### src/rtl/cache_types.sv
// Shared types and address/line helpers for the direct-mapped L1 cache.
package cache_types;

  typedef enum logic [1:0] {
    IDLE,
    WRITEBACK,
    ALLOCATE
  } cache_state_t;

  localparam int unsigned LINE_W   = 256;
  localparam int unsigned OFFSET_W = 5;

  // Tag field, right-justified; caller truncates to its TAG_W.
  function automatic logic [31:0] addr_tag(input logic [31:0] a, input int unsigned idx_w);
    return a >> (OFFSET_W + idx_w);
  endfunction

  // Set index, right-justified; caller truncates to its IDX_W.
  function automatic logic [31:0] addr_index(input logic [31:0] a, input int unsigned idx_w);
    return (a >> OFFSET_W) & ((32'd1 << idx_w) - 32'd1);
  endfunction

  // Word-within-line select.
  function automatic logic [2:0] addr_word(input logic [31:0] a);
    return 3'(a >> 2);
  endfunction

  // Extract one 32-bit word from a line.
  function automatic logic [31:0] line_word(input logic [LINE_W-1:0] line, input logic [2:0] w);
    return 32'(line >> {w, 5'b0});
  endfunction

  // Merge the enabled bytes of d into word w of line.
  function automatic logic [LINE_W-1:0] merge_word(input logic [LINE_W-1:0] line,
                                                   input logic [2:0]        w,
                                                   input logic [31:0]       d,
                                                   input logic [3:0]        mbe);
    logic [31:0]       m32;
    logic [LINE_W-1:0] wm;
    logic [LINE_W-1:0] wd;
    m32 = {{8{mbe[3]}}, {8{mbe[2]}}, {8{mbe[1]}}, {8{mbe[0]}}};
    wm  = LINE_W'(m32) << {w, 5'b0};
    wd  = LINE_W'(d) << {w, 5'b0};
    return (line & ~wm) | (wd & wm);
  endfunction

endpackage

### src/rtl/cache_array.sv
// Line storage: valid/dirty bits (async clear) plus tag/data arrays (no reset).
module cache_array
  import cache_types::*;
#(
  parameter  int unsigned NUM_SETS = 8,
  localparam int unsigned IDX_W    = $clog2(NUM_SETS),
  localparam int unsigned TAG_W    = 27 - IDX_W
) (
  input  logic              clk,
  input  logic              rst,
  input  logic [IDX_W-1:0]  idx_i,
  input  logic              we_valid_i,
  input  logic              wr_valid_i,
  input  logic              we_dirty_i,
  input  logic              wr_dirty_i,
  input  logic              we_tag_i,
  input  logic [TAG_W-1:0]  wr_tag_i,
  input  logic              we_data_i,
  input  logic [LINE_W-1:0] wr_data_i,
  output logic              rd_valid_o,
  output logic              rd_dirty_o,
  output logic [TAG_W-1:0]  rd_tag_o,
  output logic [LINE_W-1:0] rd_data_o
);

  logic [NUM_SETS-1:0] valid_q;
  logic [NUM_SETS-1:0] dirty_q;
  logic [TAG_W-1:0]    tag_q  [NUM_SETS];
  logic [LINE_W-1:0]   data_q [NUM_SETS];

  // Status bits: cleared on reset, updated per-field on write enables.
  always_ff @(posedge clk or posedge rst) begin
    if (rst) begin
      valid_q <= '0;
      dirty_q <= '0;
    end else begin
      if (we_valid_i) valid_q[idx_i] <= wr_valid_i;
      if (we_dirty_i) dirty_q[idx_i] <= wr_dirty_i;
    end
  end

  // Tag and data payload: plain clocked writes, contents undefined after reset.
  always_ff @(posedge clk) begin
    if (we_tag_i)  tag_q[idx_i]  <= wr_tag_i;
    if (we_data_i) data_q[idx_i] <= wr_data_i;
  end

  assign rd_valid_o = valid_q[idx_i];
  assign rd_dirty_o = dirty_q[idx_i];
  assign rd_tag_o   = tag_q[idx_i];
  assign rd_data_o  = data_q[idx_i];

endmodule

### src/rtl/l1_cache.sv
// Direct-mapped write-back/write-allocate L1 cache with zero-wait hits.
module l1_cache
  import cache_types::*;
#(
  parameter int unsigned NUM_SETS = 8
) (
  input  logic          clk,
  input  logic          rst,
  input  logic [31:0]   mem_address,
  input  logic          mem_read,
  input  logic          mem_write,
  input  logic [3:0]    mem_mbe,
  input  logic [31:0]   mem_wdata,
  output logic [31:0]   mem_rdata,
  output logic          mem_resp,
  output logic [31:0]   pmem_address,
  output logic          pmem_read,
  output logic          pmem_write,
  output logic [255:0]  pmem_wdata,
  input  logic [255:0]  pmem_rdata,
  input  logic          pmem_resp
);

  localparam int unsigned IDX_W = $clog2(NUM_SETS);
  localparam int unsigned TAG_W = 27 - IDX_W;

  cache_state_t state_q, state_d;

  logic [TAG_W-1:0]  req_tag;
  logic [IDX_W-1:0]  req_idx;
  logic [2:0]        req_word;
  logic              addr_unused;
  logic              req, hit;

  logic              line_valid, line_dirty;
  logic [TAG_W-1:0]  line_tag;
  logic [LINE_W-1:0] line_data;

  logic              we_valid, wr_valid, we_dirty, wr_dirty, we_tag, we_data;
  logic [LINE_W-1:0] wr_data;

  assign req_tag     = TAG_W'(addr_tag(mem_address, IDX_W));
  assign req_idx     = IDX_W'(addr_index(mem_address, IDX_W));
  assign req_word    = addr_word(mem_address);
  assign addr_unused = ^mem_address[1:0];

  assign req = mem_read | mem_write;
  assign hit = line_valid && (line_tag == req_tag);

  cache_array #(.NUM_SETS(NUM_SETS)) u_array (
    .clk        (clk),
    .rst        (rst),
    .idx_i      (req_idx),
    .we_valid_i (we_valid),
    .wr_valid_i (wr_valid),
    .we_dirty_i (we_dirty),
    .wr_dirty_i (wr_dirty),
    .we_tag_i   (we_tag),
    .wr_tag_i   (req_tag),
    .we_data_i  (we_data),
    .wr_data_i  (wr_data),
    .rd_valid_o (line_valid),
    .rd_dirty_o (line_dirty),
    .rd_tag_o   (line_tag),
    .rd_data_o  (line_data)
  );

  // State register; reset abandons any miss in flight.
  always_ff @(posedge clk or posedge rst) begin
    if (rst) state_q <= IDLE;
    else     state_q <= state_d;
  end

  // Next state, CPU/pmem outputs and array write controls.
  always_comb begin
    state_d      = state_q;
    mem_resp     = 1'b0;
    mem_rdata    = '0;
    pmem_read    = 1'b0;
    pmem_write   = 1'b0;
    pmem_address = '0;
    pmem_wdata   = '0;
    we_valid     = 1'b0;
    wr_valid     = 1'b0;
    we_dirty     = 1'b0;
    wr_dirty     = 1'b0;
    we_tag       = 1'b0;
    we_data      = 1'b0;
    wr_data      = line_data;
    case (state_q)
      IDLE: begin
        if (req) begin
          if (hit) begin
            mem_resp = 1'b1;
            if (mem_read) mem_rdata = line_word(line_data, req_word);
            if (mem_write && (mem_mbe != 4'b0000)) begin
              we_data  = 1'b1;
              wr_data  = merge_word(line_data, req_word, mem_wdata, mem_mbe);
              we_dirty = 1'b1;
              wr_dirty = 1'b1;
            end
          end else if (line_valid && line_dirty) begin
            state_d = WRITEBACK;
          end else begin
            state_d = ALLOCATE;
          end
        end
      end
      WRITEBACK: begin
        pmem_write   = 1'b1;
        pmem_address = {line_tag, req_idx, 5'b0};
        pmem_wdata   = line_data;
        if (pmem_resp) begin
          we_dirty = 1'b1;
          wr_dirty = 1'b0;
          state_d  = ALLOCATE;
        end
      end
      ALLOCATE: begin
        pmem_read    = 1'b1;
        pmem_address = {mem_address[31:5], 5'b0};
        if (pmem_resp) begin
          we_data  = 1'b1;
          wr_data  = pmem_rdata;
          we_tag   = 1'b1;
          we_valid = 1'b1;
          wr_valid = 1'b1;
          we_dirty = 1'b1;
          wr_dirty = 1'b0;
          state_d  = IDLE;
        end
      end
      default: state_d = IDLE;
    endcase
  end

  a_rw_exclusive: assert property (@(posedge clk) disable iff (rst) !(mem_read && mem_write));

endmodule

### config.mk
export PLATFORM = sky130hd
export DESIGN_NAME = l1_cache
export DESIGN_NICKNAME = d
export VERILOG_FILES = /design/src/rtl/cache_types.sv /design/src/rtl/cache_array.sv /design/src/rtl/l1_cache.sv
export SDC_FILE = /design/constraint.sdc
export NUM_CORES = 2
export LEC_CHECK = 0
export CAP_MARGIN = 20
export CORE_ASPECT_RATIO = 0.6
export CORE_MARGIN = 2
export CORE_UTILIZATION = 53
export CTS_BUF_LIST = sky130_fd_sc_hd__clkbuf_4 sky130_fd_sc_hd__clkbuf_8 sky130_fd_sc_hd__clkbuf_16
export DETAILED_ROUTE_END_ITERATION = 10
export GPL_ROUTABILITY_DRIVEN = 0
export GPL_TIMING_DRIVEN = 0
export PLACE_DENSITY = 0.76
export SYNTH_ARGS = -nofsm -noshare
export SYNTH_HDL_FRONTEND = slang
export SYNTH_HIERARCHICAL = 1
export SYNTH_SLANG_ARGS = --single-unit
### constraint.sdc
create_clock -name clk -period 15 [get_ports clk]
set_clock_uncertainty 0.05 [all_clocks]
set_input_delay 3 -clock clk [delete_from_list [all_inputs] [get_ports clk]]
set_output_delay 3 -clock clk [all_outputs]
set_load 0.02 [all_outputs]
==> metrics.yaml <==
dieHeight_um: 333.8
tightest_slew_ns: 1.332
final-setup-viol-count: 0
hold_violations: 0
min_period_ns: 14.45
status: "complete, no violations"
relSlewSlack_pct: 11.22
drc: 0
nFillCells: 11890
post_dp_cell_area_um2: 108000
cts_root_buffer: "clkbuf_16"
r2r-start: "u_array/tag_q[5][21]"
grt_overflow: 0
tritoncts: "done"
drtIter0Drc: 13630
grt_usage_pct: 37.42
ys_seq_area_share_pct: 70.49
seq_area_um2: 67710
dp.cells: 7951
rsz0062_at_grt: "false"
yosysWarnings: 6
synth-seq-cells: 2258
synth_edf_count: 2240
synthArstFlopShare_pct: 0.7972
cp.arrival_ns: 11.40
cts_buffers: 205
clk_path_buf_depth: 4
cp-endpoint: "mem_rdata[25]"
utilization_pct: 63.98
vias: 60140
core_um2: 179300
nets: 6132
regToRegSetupSlack_ns: 7.88
p_leak_uw: 0.03769
crit_start: "mem_address[6]"
stdcell_area_um2: 114700
hpwl_mm: 258.8
drt_first_pass_iters: 9
r2r_cells: 17
ys_types: 65
post-cts-setup-buffer-count: 0
die_w_um: 553.6
grt_first_pass_wirelength_mm: 467.8
path_clk_slew_ns: 0.06
port_buffers: 640
start_kind: "input pin"
hold_path.class: "reg2reg"
syn_inst: 4803
die_area_um2: 184800
final_cells: 8366
ys.flop_type: "edfxtp_1"
finalMaxSlewViolations: 0
syn2layout_area_growth_pct: 19.41
ctsHoldBuffers: 0
numClockSinks: 2258
clk_latency_ns: 0.88
crit_type: "in2out"
multi_input_area_um2: 26560
power.total_uw: 15980
grt_pass1_vias: 56340
whs_ns: 0.4532
synth_area_per_cell_um2: 20.00
powerDensity_nw_per_um2: 139.3
io_pins: 652
ir_drop_uv: 122.2
timing.max_cap.violations: 0
end_kind: "output pin"
period_share_pct: 96.36
crit_fanout: 10
routedWlPerCell_um: 41.96
fmax_mhz: 69.18
cp_data_required_time_ns: 11.95
drt_wl_total_mm: 351.0
cts_resized: 0
grt_start_max_net_pins: 27
antenna_found_initial: 55
drive_above_1_share_pct: 24.59
r2r_end: "u_array/data_q[7][139]"
cts_max_level: 4
vias_per_cell: 7.188
initial_utilization_pct: 53.58
ant_nets: 0
netlist_area_um2: 96060
fp-row-count: 120
==> Yosys cell counts (4+ instances only) <==
library cell	instances	share of area, %
buf_1	24	0.094
nor2_1	48	0.19
nand4_1	5	0.033
mux4_2	539	13
nor2b_1	29	0.19
and3_1	233	1.5
xnor2_1	9	0.082
a21oi_1	41	0.21
dfrtp_1	18	0.47
a21o_1	7	0.055
edfxtp_1	2240	70
buf_2	51	0.27
nor4_1	8	0.052
mux4_1	87	2.4
nor2_2	7	0.046
buf_8	6	0.094
nand3_1	30	0.16
mux2i_1	19	0.20
a221o_1	213	2.2
nand2_1	148	0.58
nand2b_1	6	0.039
nor3_4	6	0.10
and2_1	282	1.8
buf_6	60	0.70
a22oi_1	37	0.29
inv_1	33	0.13
o21ai_1	9	0.047
o221ai_1	24	0.22
mux2_2	298	3.5
xor2_1	15	0.14
nor3_1	11	0.057
o21ai_0	13	0.068
a31oi_1	11	0.072
clkbuf_1	173	0.68
ha_1	4	0.052
o211ai_1	12	0.094
buf_4	5	0.039
==> worst min-delay path by stage <==
stage | startpoint | to | slack [ns] | cells after the start
CTS | u_array/valid_q[2] | u_array/valid_q[2] | 0.45 | 1
global placement | u_array/valid_q[2] | u_array/valid_q[2] | 0.43 | 1
detailed placement | u_array/valid_q[2] | u_array/valid_q[2] | 0.44 | 1
finish | u_array/valid_q[2] | u_array/valid_q[2] | 0.45 | 1
floorplan | u_array/valid_q[6] | u_array/valid_q[6] | 0.42 | 1
global route | u_array/valid_q[3] | u_array/valid_q[3] | 0.47 | 1
==> per-layer routing <==
| metal | global-route usage [%] | routed length, µm | up-vias |
|---|---|---|---|
| li1 | - | - | 22240 |
| met1 | 49.77 | 115600 | 30130 |
| met2 | 50.49 | 143600 | 6643 |
| met3 | 18.41 | 68310 | 1075 |
| met4 | 20.07 | 23100 | 50 |
| met5 | 0.2583 | 379 | - |
==> cells by family (layout without fill, tap and decap cells) <==
kind of cell / Yosys count / count (layout) / synth area share, %
fa+ha+maj: 4 / 4 / 0.05210
flops: 2258 / 2258 / 70.49
mux: 943 / 943 / 18.71
simple gates: 835 / 835 / 5.053
xor+xnor: 24 / 24 / 0.2188
buf+inv: 353 / 1492 / 2.005
other cells: 1 / 46 / 0.003904
compound gates: 385 / 385 / 3.466
==> critical path, cell delays in order <==
cell and delay (ns):
clkdlybuf4s50_1 0.47, clkbuf_1 0.72, clkbuf_1 0.90, clkbuf_1 0.96, mux2_2 0.48, xor2_1 0.18, nor4_2 0.90, nand3_1 0.52
nor2_1 0.47, nand3_1 0.62, clkbuf_1 0.57, a21oi_1 0.78, clkdlybuf4s50_1 0.76
==> cell usage in the layout (no fill, tap or decap), types with 10 or more instances in the layout <==
cell and n:
mux4_2 539, clkinv_2 27, buf_1 24, clkbuf_16 208, nor2_4 17, nand2_1 148
o211ai_1 12, nor2b_1 29, buf_8 29, a221o_1 213, nor3_1 11, clkdlybuf4s50_1 640
buf_6 64, inv_1 33, mux4_1 87, buf_12 82, diode_2 41, xor2_1 15
o221ai_1 24, clkbuf_1 167, nor2_1 32, buf_2 54, mux2i_1 19, bufinv_16 10
clkbuf_4 48, and3_1 233, clkinv_1 50, and2_1 282, edfxtp_1 2240, o21ai_0 13
nand3_1 30, buf_4 14, a21oi_1 41, mux2_2 298, a22oi_1 37, dfrtp_1 18
buf_16 21, a31oi_1 11
==> final cells by class <==
class / instances / area share, %
Sequential cell: 2258 / 59.03
Multi-Input combinational cell: 2196 / 23.16
Timing Repair Buffer: 785 / 7.957
Clock buffer: 254 / 4.839
Tap cell: 2379 / 2.595
Buffer: 319 / 1.574
Clock inverter: 100 / 0.6447
Inverter: 34 / 0.1113
Antenna cell: 41 / 0.08945
==> flip-flops by register name, indices dropped and copies added (netlist names) <==
signal	flops
state_q	2
u_array/tag_q	192
u_array/data_q	2048
u_array/dirty_q	8
u_array/valid_q	8
==> power breakdown <==
| part | internal [µW] | switching, µW |
|---|---|---|
| Clock | 2790 | 2290 |
| Sequential | 7770 | 63.0 |
| Combinational | 907 | 2160 |
==> metrics by stage <==
step / setup WS, ns / setup TNS (ns)
4_1_cts: 1.154 / 0
2_1_floorplan: -2.769 / -5661.27
5_1_grt: 0.7929 / 0
6_report: 0.5457 / 0
3_3_place_gp: -18.02 / -
3_5_place_dp: 1.222 / 0
No activity file was read; power rests on OpenSTA's default activity.
